File: config.mk
export PLATFORM = sky130hd
export DESIGN_NAME = memory_arbiter
export DESIGN_NICKNAME = d
export VERILOG_FILES = /design/src/rtl/memory_arbiter.sv
export SDC_FILE = /design/constraint.sdc
export NUM_CORES = 1
export LEC_CHECK = 0
export CAP_MARGIN = 20
export CORE_MARGIN = 8
export CORE_UTILIZATION = 25
export DETAILED_ROUTE_END_ITERATION = 10
export GPL_TIMING_DRIVEN = 0
export PLACE_DENSITY = 0.53
export SYNTH_ARGS = -nofsm -noshare
export SYNTH_HDL_FRONTEND = slang
export SYNTH_SLANG_ARGS = --single-unit
File: constraint.sdc
create_clock -name clk -period 4.2 [get_ports clk]
set_clock_uncertainty 0.15 [all_clocks]
set_input_delay 0.84 -clock clk [delete_from_list [all_inputs] [get_ports clk]]
set_output_delay 0.84 -clock clk [all_outputs]
set_load 0.05 [all_outputs]
File: src/rtl/memory_arbiter.sv
// Round-robin arbiter sharing one single-port memory between fetch (port 0) and load/store (port 1).
// One transaction in flight; a missing memory ack is turned into an error response after TIMEOUT_CYCLES.
module memory_arbiter #(
  parameter int unsigned TIMEOUT_CYCLES = 15
) (
  input  logic        clk,
  input  logic        rst_n,
  input  logic        p0_req_i,
  input  logic        p0_we_i,
  input  logic [31:0] p0_addr_i,
  input  logic [31:0] p0_wdata_i,
  output logic [31:0] p0_rdata_o,
  output logic        p0_ack_o,
  output logic        p0_err_o,
  input  logic        p1_req_i,
  input  logic        p1_we_i,
  input  logic [31:0] p1_addr_i,
  input  logic [31:0] p1_wdata_i,
  output logic [31:0] p1_rdata_o,
  output logic        p1_ack_o,
  output logic        p1_err_o,
  output logic        mem_rd_en_o,
  output logic        mem_wr_en_o,
  output logic [31:0] mem_addr_o,
  output logic [31:0] mem_data_o,
  input  logic [31:0] mem_data_i,
  input  logic        mem_ack_i
);

  typedef enum logic [1:0] {S_IDLE, S_ISSUE, S_WAIT, S_RESP} state_t;

  localparam logic [7:0] TMO_LAST = 8'(TIMEOUT_CYCLES - 1);

  state_t      r_state, w_state_nxt;
  logic        r_winner, w_winner_nxt;
  logic        r_last_grant, w_last_grant_nxt;
  logic        r_we, w_we_nxt;
  logic [7:0]  r_timer, w_timer_nxt;
  logic        r_rd_en, w_rd_en_nxt;
  logic        r_wr_en, w_wr_en_nxt;
  logic [31:0] r_addr, w_addr_nxt;
  logic [31:0] r_wdata, w_wdata_nxt;
  logic        r_ack0, w_ack0_nxt;
  logic        r_ack1, w_ack1_nxt;
  logic        r_err0, w_err0_nxt;
  logic        r_err1, w_err1_nxt;
  logic [31:0] r_rdata0, w_rdata0_nxt;
  logic [31:0] r_rdata1, w_rdata1_nxt;
  logic        w_grant1;
  logic        w_resp_err;
  logic [31:0] w_resp_rdata;

  // On a tie the port that did not win last time gets the memory.
  assign w_grant1 = p1_req_i & (~p0_req_i | ~r_last_grant);

  always_comb begin
    w_state_nxt      = r_state;
    w_winner_nxt     = r_winner;
    w_last_grant_nxt = r_last_grant;
    w_we_nxt         = r_we;
    w_timer_nxt      = r_timer;
    w_rd_en_nxt      = 1'b0;
    w_wr_en_nxt      = 1'b0;
    w_addr_nxt       = r_addr;
    w_wdata_nxt      = r_wdata;
    w_ack0_nxt       = 1'b0;
    w_ack1_nxt       = 1'b0;
    w_err0_nxt       = 1'b0;
    w_err1_nxt       = 1'b0;
    w_rdata0_nxt     = '0;
    w_rdata1_nxt     = '0;
    w_resp_err       = 1'b0;
    w_resp_rdata     = '0;

    case (r_state)
      S_IDLE: begin
        if (p0_req_i || p1_req_i) begin
          w_winner_nxt     = w_grant1;
          w_last_grant_nxt = w_grant1;
          w_we_nxt         = w_grant1 ? p1_we_i    : p0_we_i;
          w_addr_nxt       = w_grant1 ? p1_addr_i  : p0_addr_i;
          w_wdata_nxt      = w_grant1 ? p1_wdata_i : p0_wdata_i;
          w_rd_en_nxt      = ~w_we_nxt;
          w_wr_en_nxt      = w_we_nxt;
          w_state_nxt      = S_ISSUE;
        end
      end
      S_ISSUE: begin
        w_timer_nxt = '0;
        w_state_nxt = S_WAIT;
      end
      S_WAIT: begin
        if (mem_ack_i || (r_timer == TMO_LAST)) begin
          w_resp_err   = ~mem_ack_i;
          w_resp_rdata = (mem_ack_i && !r_we) ? mem_data_i : '0;
          w_ack0_nxt   = ~r_winner;
          w_ack1_nxt   = r_winner;
          w_err0_nxt   = ~r_winner & w_resp_err;
          w_err1_nxt   = r_winner & w_resp_err;
          w_rdata0_nxt = r_winner ? '0 : w_resp_rdata;
          w_rdata1_nxt = r_winner ? w_resp_rdata : '0;
          w_state_nxt  = S_RESP;
        end else begin
          w_timer_nxt = r_timer + 8'd1;
        end
      end
      S_RESP: begin
        w_state_nxt = S_IDLE;
      end
      default: begin
        w_state_nxt = S_IDLE;
      end
    endcase
  end

  always_ff @(posedge clk or negedge rst_n) begin
    if (!rst_n) begin
      r_state      <= S_IDLE;
      r_winner     <= 1'b0;
      r_last_grant <= 1'b1;
      r_we         <= 1'b0;
      r_timer      <= '0;
      r_rd_en      <= 1'b0;
      r_wr_en      <= 1'b0;
      r_addr       <= '0;
      r_wdata      <= '0;
      r_ack0       <= 1'b0;
      r_ack1       <= 1'b0;
      r_err0       <= 1'b0;
      r_err1       <= 1'b0;
      r_rdata0     <= '0;
      r_rdata1     <= '0;
    end else begin
      r_state      <= w_state_nxt;
      r_winner     <= w_winner_nxt;
      r_last_grant <= w_last_grant_nxt;
      r_we         <= w_we_nxt;
      r_timer      <= w_timer_nxt;
      r_rd_en      <= w_rd_en_nxt;
      r_wr_en      <= w_wr_en_nxt;
      r_addr       <= w_addr_nxt;
      r_wdata      <= w_wdata_nxt;
      r_ack0       <= w_ack0_nxt;
      r_ack1       <= w_ack1_nxt;
      r_err0       <= w_err0_nxt;
      r_err1       <= w_err1_nxt;
      r_rdata0     <= w_rdata0_nxt;
      r_rdata1     <= w_rdata1_nxt;
    end
  end

  assign mem_rd_en_o = r_rd_en;
  assign mem_wr_en_o = r_wr_en;
  assign mem_addr_o  = r_addr;
  assign mem_data_o  = r_wdata;
  assign p0_ack_o    = r_ack0;
  assign p1_ack_o    = r_ack1;
  assign p0_err_o    = r_err0;
  assign p1_err_o    = r_err1;
  assign p0_rdata_o  = r_rdata0;
  assign p1_rdata_o  = r_rdata1;

endmodule

======== Word-level counts from Yosys, hierarchy flattened ========
Index checks and enable logic that the tools add are counted.
operators by class
  mux-type cells .......................... 27
  bitwise gates (word level) .............. 9
  $add $sub $neg .......................... 1
  equality and inequality tests ........... 7
  reduce and logical (&&, ||, !) cells .... 9
operators with widths
  operator             number
  $mux 32              9
  $pmux 8 s2           1
  $mux 1               13
  $add 8x1->8 const B  1
  $eq 8x4->1 const B   1
  $mux 8               1
  $pmux 2 s4           1
  $ne 2x2->1 const B   3
  $reduce_and 2->1     3
  $not 1->1            5
  $eq 2x2->1 const B   2
  $mux 2               2
  $and 1x1->1          3
  $eq 2x1->1 const B   1
  $logic_not 2->1      1
  $logic_or 1x1->1     2
  $reduce_bool 2->1    1
  $logic_and 1x1->1    1
  $logic_not 1->1      1
  $or 1x1->1           1
storage, ports and cells
  input port bits ......................... 167
  output and inout port bits .............. 134
  flip-flop bits (word level) ............. 147

======== Longest topological paths before layout ========
  depth after elaboration ................. 7
  depth in mapped cells ................... 7
  mapped depth without buffers ............ 5

======== Least setup slack after synthesis ========
Ideal clock, no wire load.
  path kind ............................... input to register
  start point ............................. in p1_req_i
  end point ............................... reg r_addr[0] (netlist: mem_addr_o[0])
  stages on the path ...................... 5
  setup slack ............................. 2.316 ns
  data arrival time ....................... 1.602 ns
  cell sequence ........................... a21boi_2 buf_6 buf_8 mux2i_1 o21ai_1
between the ends
  word-level cells in the longest chain between the ends .. 2
  elaborated cells on any way between the ends .. 4
  classes of those cells .................. mux: 1; bitwise: 1; reduce/logical: 2
RTL lines
  element                                          RTL line  text
  start: declaration                               15        input logic p1_req_i,
  $and 1x1->1 or $logic_or 1x1->1 (tied branches)  54, 77
  $mux 32 or $reduce_and 2->1 (tied branches)      --
  end signal: assignment                           141       r_addr <= w_addr_nxt;
  end: declaration                                 41        logic [31:0] r_addr, w_addr_nxt;
Several ways; a longest one is shown, not always the timed one.
A chain may end at the register's enable or synchronous reset.

======== Final worst setup path ========
  start point ............................. reg r_addr[4] (netlist: mem_addr_o[4])
  end point ............................... out mem_addr_o[4]
RTL lines
  element           RTL line  text
  end: declaration  24        output logic [31:0] mem_addr_o,
No word-level cell between the ends.

==> key figures <==
Critical path
  – Worst-path fanout max: 2
  – Worst path bufs/invs: 1
  – Reg2reg start: r_state[0]
  – Worst R2R End: r_we
  – CP max stage delay: 0.83 ns
  – Worst reg2reg path depth: 6
  – Worst Setup End Kind: output pin
  – Crit path DAT: 1.64 ns
  – R2R setup slack: 2.01 ns
  – Crit path cell chain: clkdlybuf4s50_1
  – Crit Path Class: reg -> out
  – Critical path startpoint category: flop
  – CP max stage cell: clkdlybuf4s50_1
  – CP Data Required Time: 3.21 ns
  – Crit path max-delay family: buffers and inverters

Power and ir drop
  – Pwr Total: 6.751 mW
  – Pwr dens: 670.5 nW/um^2
  – Static Leak: 4.387 nW
  – Worst IR drop on VDD: 281.4 uV

Logic synthesis
  – Number of synthesized register bits: 147
  – Ys async rst share: 1.000
  – Synthesized instance count: 511
  – Yosys warning total: 0
  – Primary FF master, synth: dfrtp_1
  – Yosys cell types: 44
  – Number of flops mapped to enable cells by yosys: 0
  – Avg Cell Area, Syn: 11.75 sq um
  – Mapped cell area: 6002 sq um
  – Synthesized net count: 683
  – Post-synthesis sequential area ratio: 0.6131

Clock tree
  – Clk sink count: 147
  – Number of H-tree levels: 4
  – Worst skew pair latency: 0.42 ns
  – CTS tree: yes
  – Post-CTS setup buffer count: 0
  – Num CTS Buffers: 17
  – Resize count post-CTS: 0
  – CTS root buf: clkbuf_16
  – Max Buffers Root-to-Sink: 2
  – CTS Hold Bufs: 0
  – CTS clk-pin slew, worst paths: 0.07 ns

Global route
  – Total gr overflow: 0
  – Antenna violations before repair: 1
  – GR Util All Layers: 0.1467
  – Largest net degree at the start of global routing: 82
  – Number of global-route vias before repair: 5363
  – First-pass GRT wire length: 32.64 mm

Place
  – Placer Congestion: 0.8228
  – DP HPWL: 16.46 mm
  – Placed cell areas: 9437 sq um
  – Pre-CTS setup slack: 1.098 ns
  – # port buffers: 300

Timing
  – Fmax: 0.3809 GHz
  – Worst slew pin tran: 0.6927 ns
  – Post-layout worst setup margin: 1.574 ns
  – Setup TNS: 0 ns
  – Final Hold Viols: 0
  – Fin crit share: 0.6251
  – Unrepaired setup endpoints after global routing: false
  – Number of setup violations in the final report: 0
  – Fin. max-slew vios: 0
  – Max-slew headroom: 0.5351
  – Final min period: 2.626 ns

Floorplan
  – Die Width: 170.9 um
  – # rows: 56
  – Die Y: 170.9 um
  – Initial Util: 0.2549
  – Core region area: 23540 sq um
  – Die Area: 29220 sq um
  – Io pins: 301

Drt
  – Initial DRC count: 209
  – Vias per cell: 4.224
  – # DRC: 0
  – Antenna-violating nets left: 0
  – DR vias: 4917
  – 1st-pass router iterations: 4
  – DRT Wirelength: 21.48 mm
  – Wire length per cell: 18.45 um

Hold path
  – Worst min path class: in -> async

Status
  – Outcome: finished clean

Layout
  – Layout cells sized above 1: 0.06635
  – Fin area: 10070 sq um
  – Layout area overhead: 67.75%
  – Fill count: 2306
  – Nets: 1003
  – Final core occ: 0.4277

Job
  – Max_cap viols: 0
cell usage after synthesis, types with 3 or more instances:
cell type    n  area, sq um
a31oi_1      4        25.02
and2_1      63        394.1
buf_2       10        50.05
buf_8        4        60.06
clkbuf_1    13        48.80
dfrtp_1    146         3654
ha_1         5        62.56
inv_1        9        33.78
mux2i_1     66        660.6
nand2_1     68        255.2
nand3_1      4        20.02
nand4_1      3        18.77
nor2_1       5        18.77
nor2b_1      3        18.77
nor3_1       4        20.02
o21ai_0     28        140.1
o21ai_1     40        200.2
placed cells by master, fill, tap and decap left out, types with 2 or more instances in the layout:
cell / n
clkdlybuf4s50_1: 299
buf_2: 10
dfrtp_1: 146
buf_4: 2
clkbuf_16: 17
nand2_1: 68
nand3b_1: 2
mux2i_1: 66
nand2b_1: 2
o21ai_0: 28
ha_1: 5
and3b_1: 2
clkinv_4: 2
a31oi_1: 4
o21ai_1: 40
nor2b_1: 3
clkinv_8: 8
a21oi_1: 2
buf_8: 5
nor3_1: 4
clkbuf_1: 13
nor2_1: 5
nand3_1: 4
nand4_1: 3
o32ai_1: 2
and2_1: 63
inv_8: 2
inv_6: 2
inv_1: 9
o31a_1: 2
and3_1: 2
o211ai_1: 2
kinds of logic (layout without fill, tap and decap cells):
| logic type | after synthesis | in the layout | share of synthesized area |
|---|---|---|---|
| simple gates | 163 | 163 | 0.1436 |
| flops | 147 | 147 | 0.6131 |
| compound gates | 91 | 91 | 0.08631 |
| mux | 66 | 66 | 0.1101 |
| buf+inv | 39 | 372 | 0.03648 |
| fa+ha+maj | 5 | 5 | 0.01042 |
| other cells | 0 | 1 | 0 |
power by group:
part | internal (mW) | switching, mW
registers | 1.80 | 0.202
clock network | 0.817 | 0.745
logic | 1.08 | 2.10
total | 3.70 | 3.05
metal layers:
| metal | wire [um] | up-vias | track usage |
|---|---|---|---|
| li1 | - | 2383 | - |
| met1 | 8652 | 2306 | 0.1697 |
| met2 | 9556 | 218 | 0.2283 |
| met3 | 3104 | 10 | 0.08919 |
| met4 | 162 | 0 | 0.03403 |
| met5 | 0 | - | 0 |
flip-flops by register name (all words and copies together), names as in the netlist:
register	flops
p1_ack_o	1
r_state	2
r_timer	8
p0_err_o	1
mem_rd_en_o	1
mem_addr_o	32
p1_rdata_o	32
r_winner	1
mem_wr_en_o	1
mem_data_o	32
r_we	1
p1_err_o	1
r_last_grant	1
p0_rdata_o	32
p0_ack_o	1
final cells by class:
cell class	instances	area, sq um	share of cell area
timing repair buffer	301	3035	0.3015
buffer	30	185.2	0.01839
sequential	147	3680	0.3655
inverter	9	33.78	0.003355
antenna	1	2.502	0.0002485
multi-input combinational	325	2103	0.2089
tap	319	399.1	0.03964
clock inverter	15	203.9	0.02026
clock buffer	17	425.4	0.04225
stage by stage:
stage	cells	hold WS, ns
floorplan	511	0.3447
global placement	1130	0.3124
detailed placement	1131	0.3202
CTS	1163	0.2134
global route	1164	0.2346
finish	1164	0.2031
worst max path at each step:
| stage | endpoint | slack (ns) | cells past startpoint | start |
|---|---|---|---|---|
| 3_5_place_dp | r_we | 1.10 | 5 | p0_req_i |
| 2_1_floorplan | mem_addr_o[0] | 2.32 | 5 | p1_req_i |
| 6_report | mem_addr_o[4] | 1.57 | 1 | mem_addr_o[4] |
| 4_1_cts | r_we | 1.52 | 5 | p0_req_i |
| 3_3_place_gp | mem_data_o[23] | -4.35 | 1 | rst_n |
| 5_1_grt | r_we | 1.38 | 5 | p0_req_i |
Note: power is estimated with default switching activity, not from simulation.
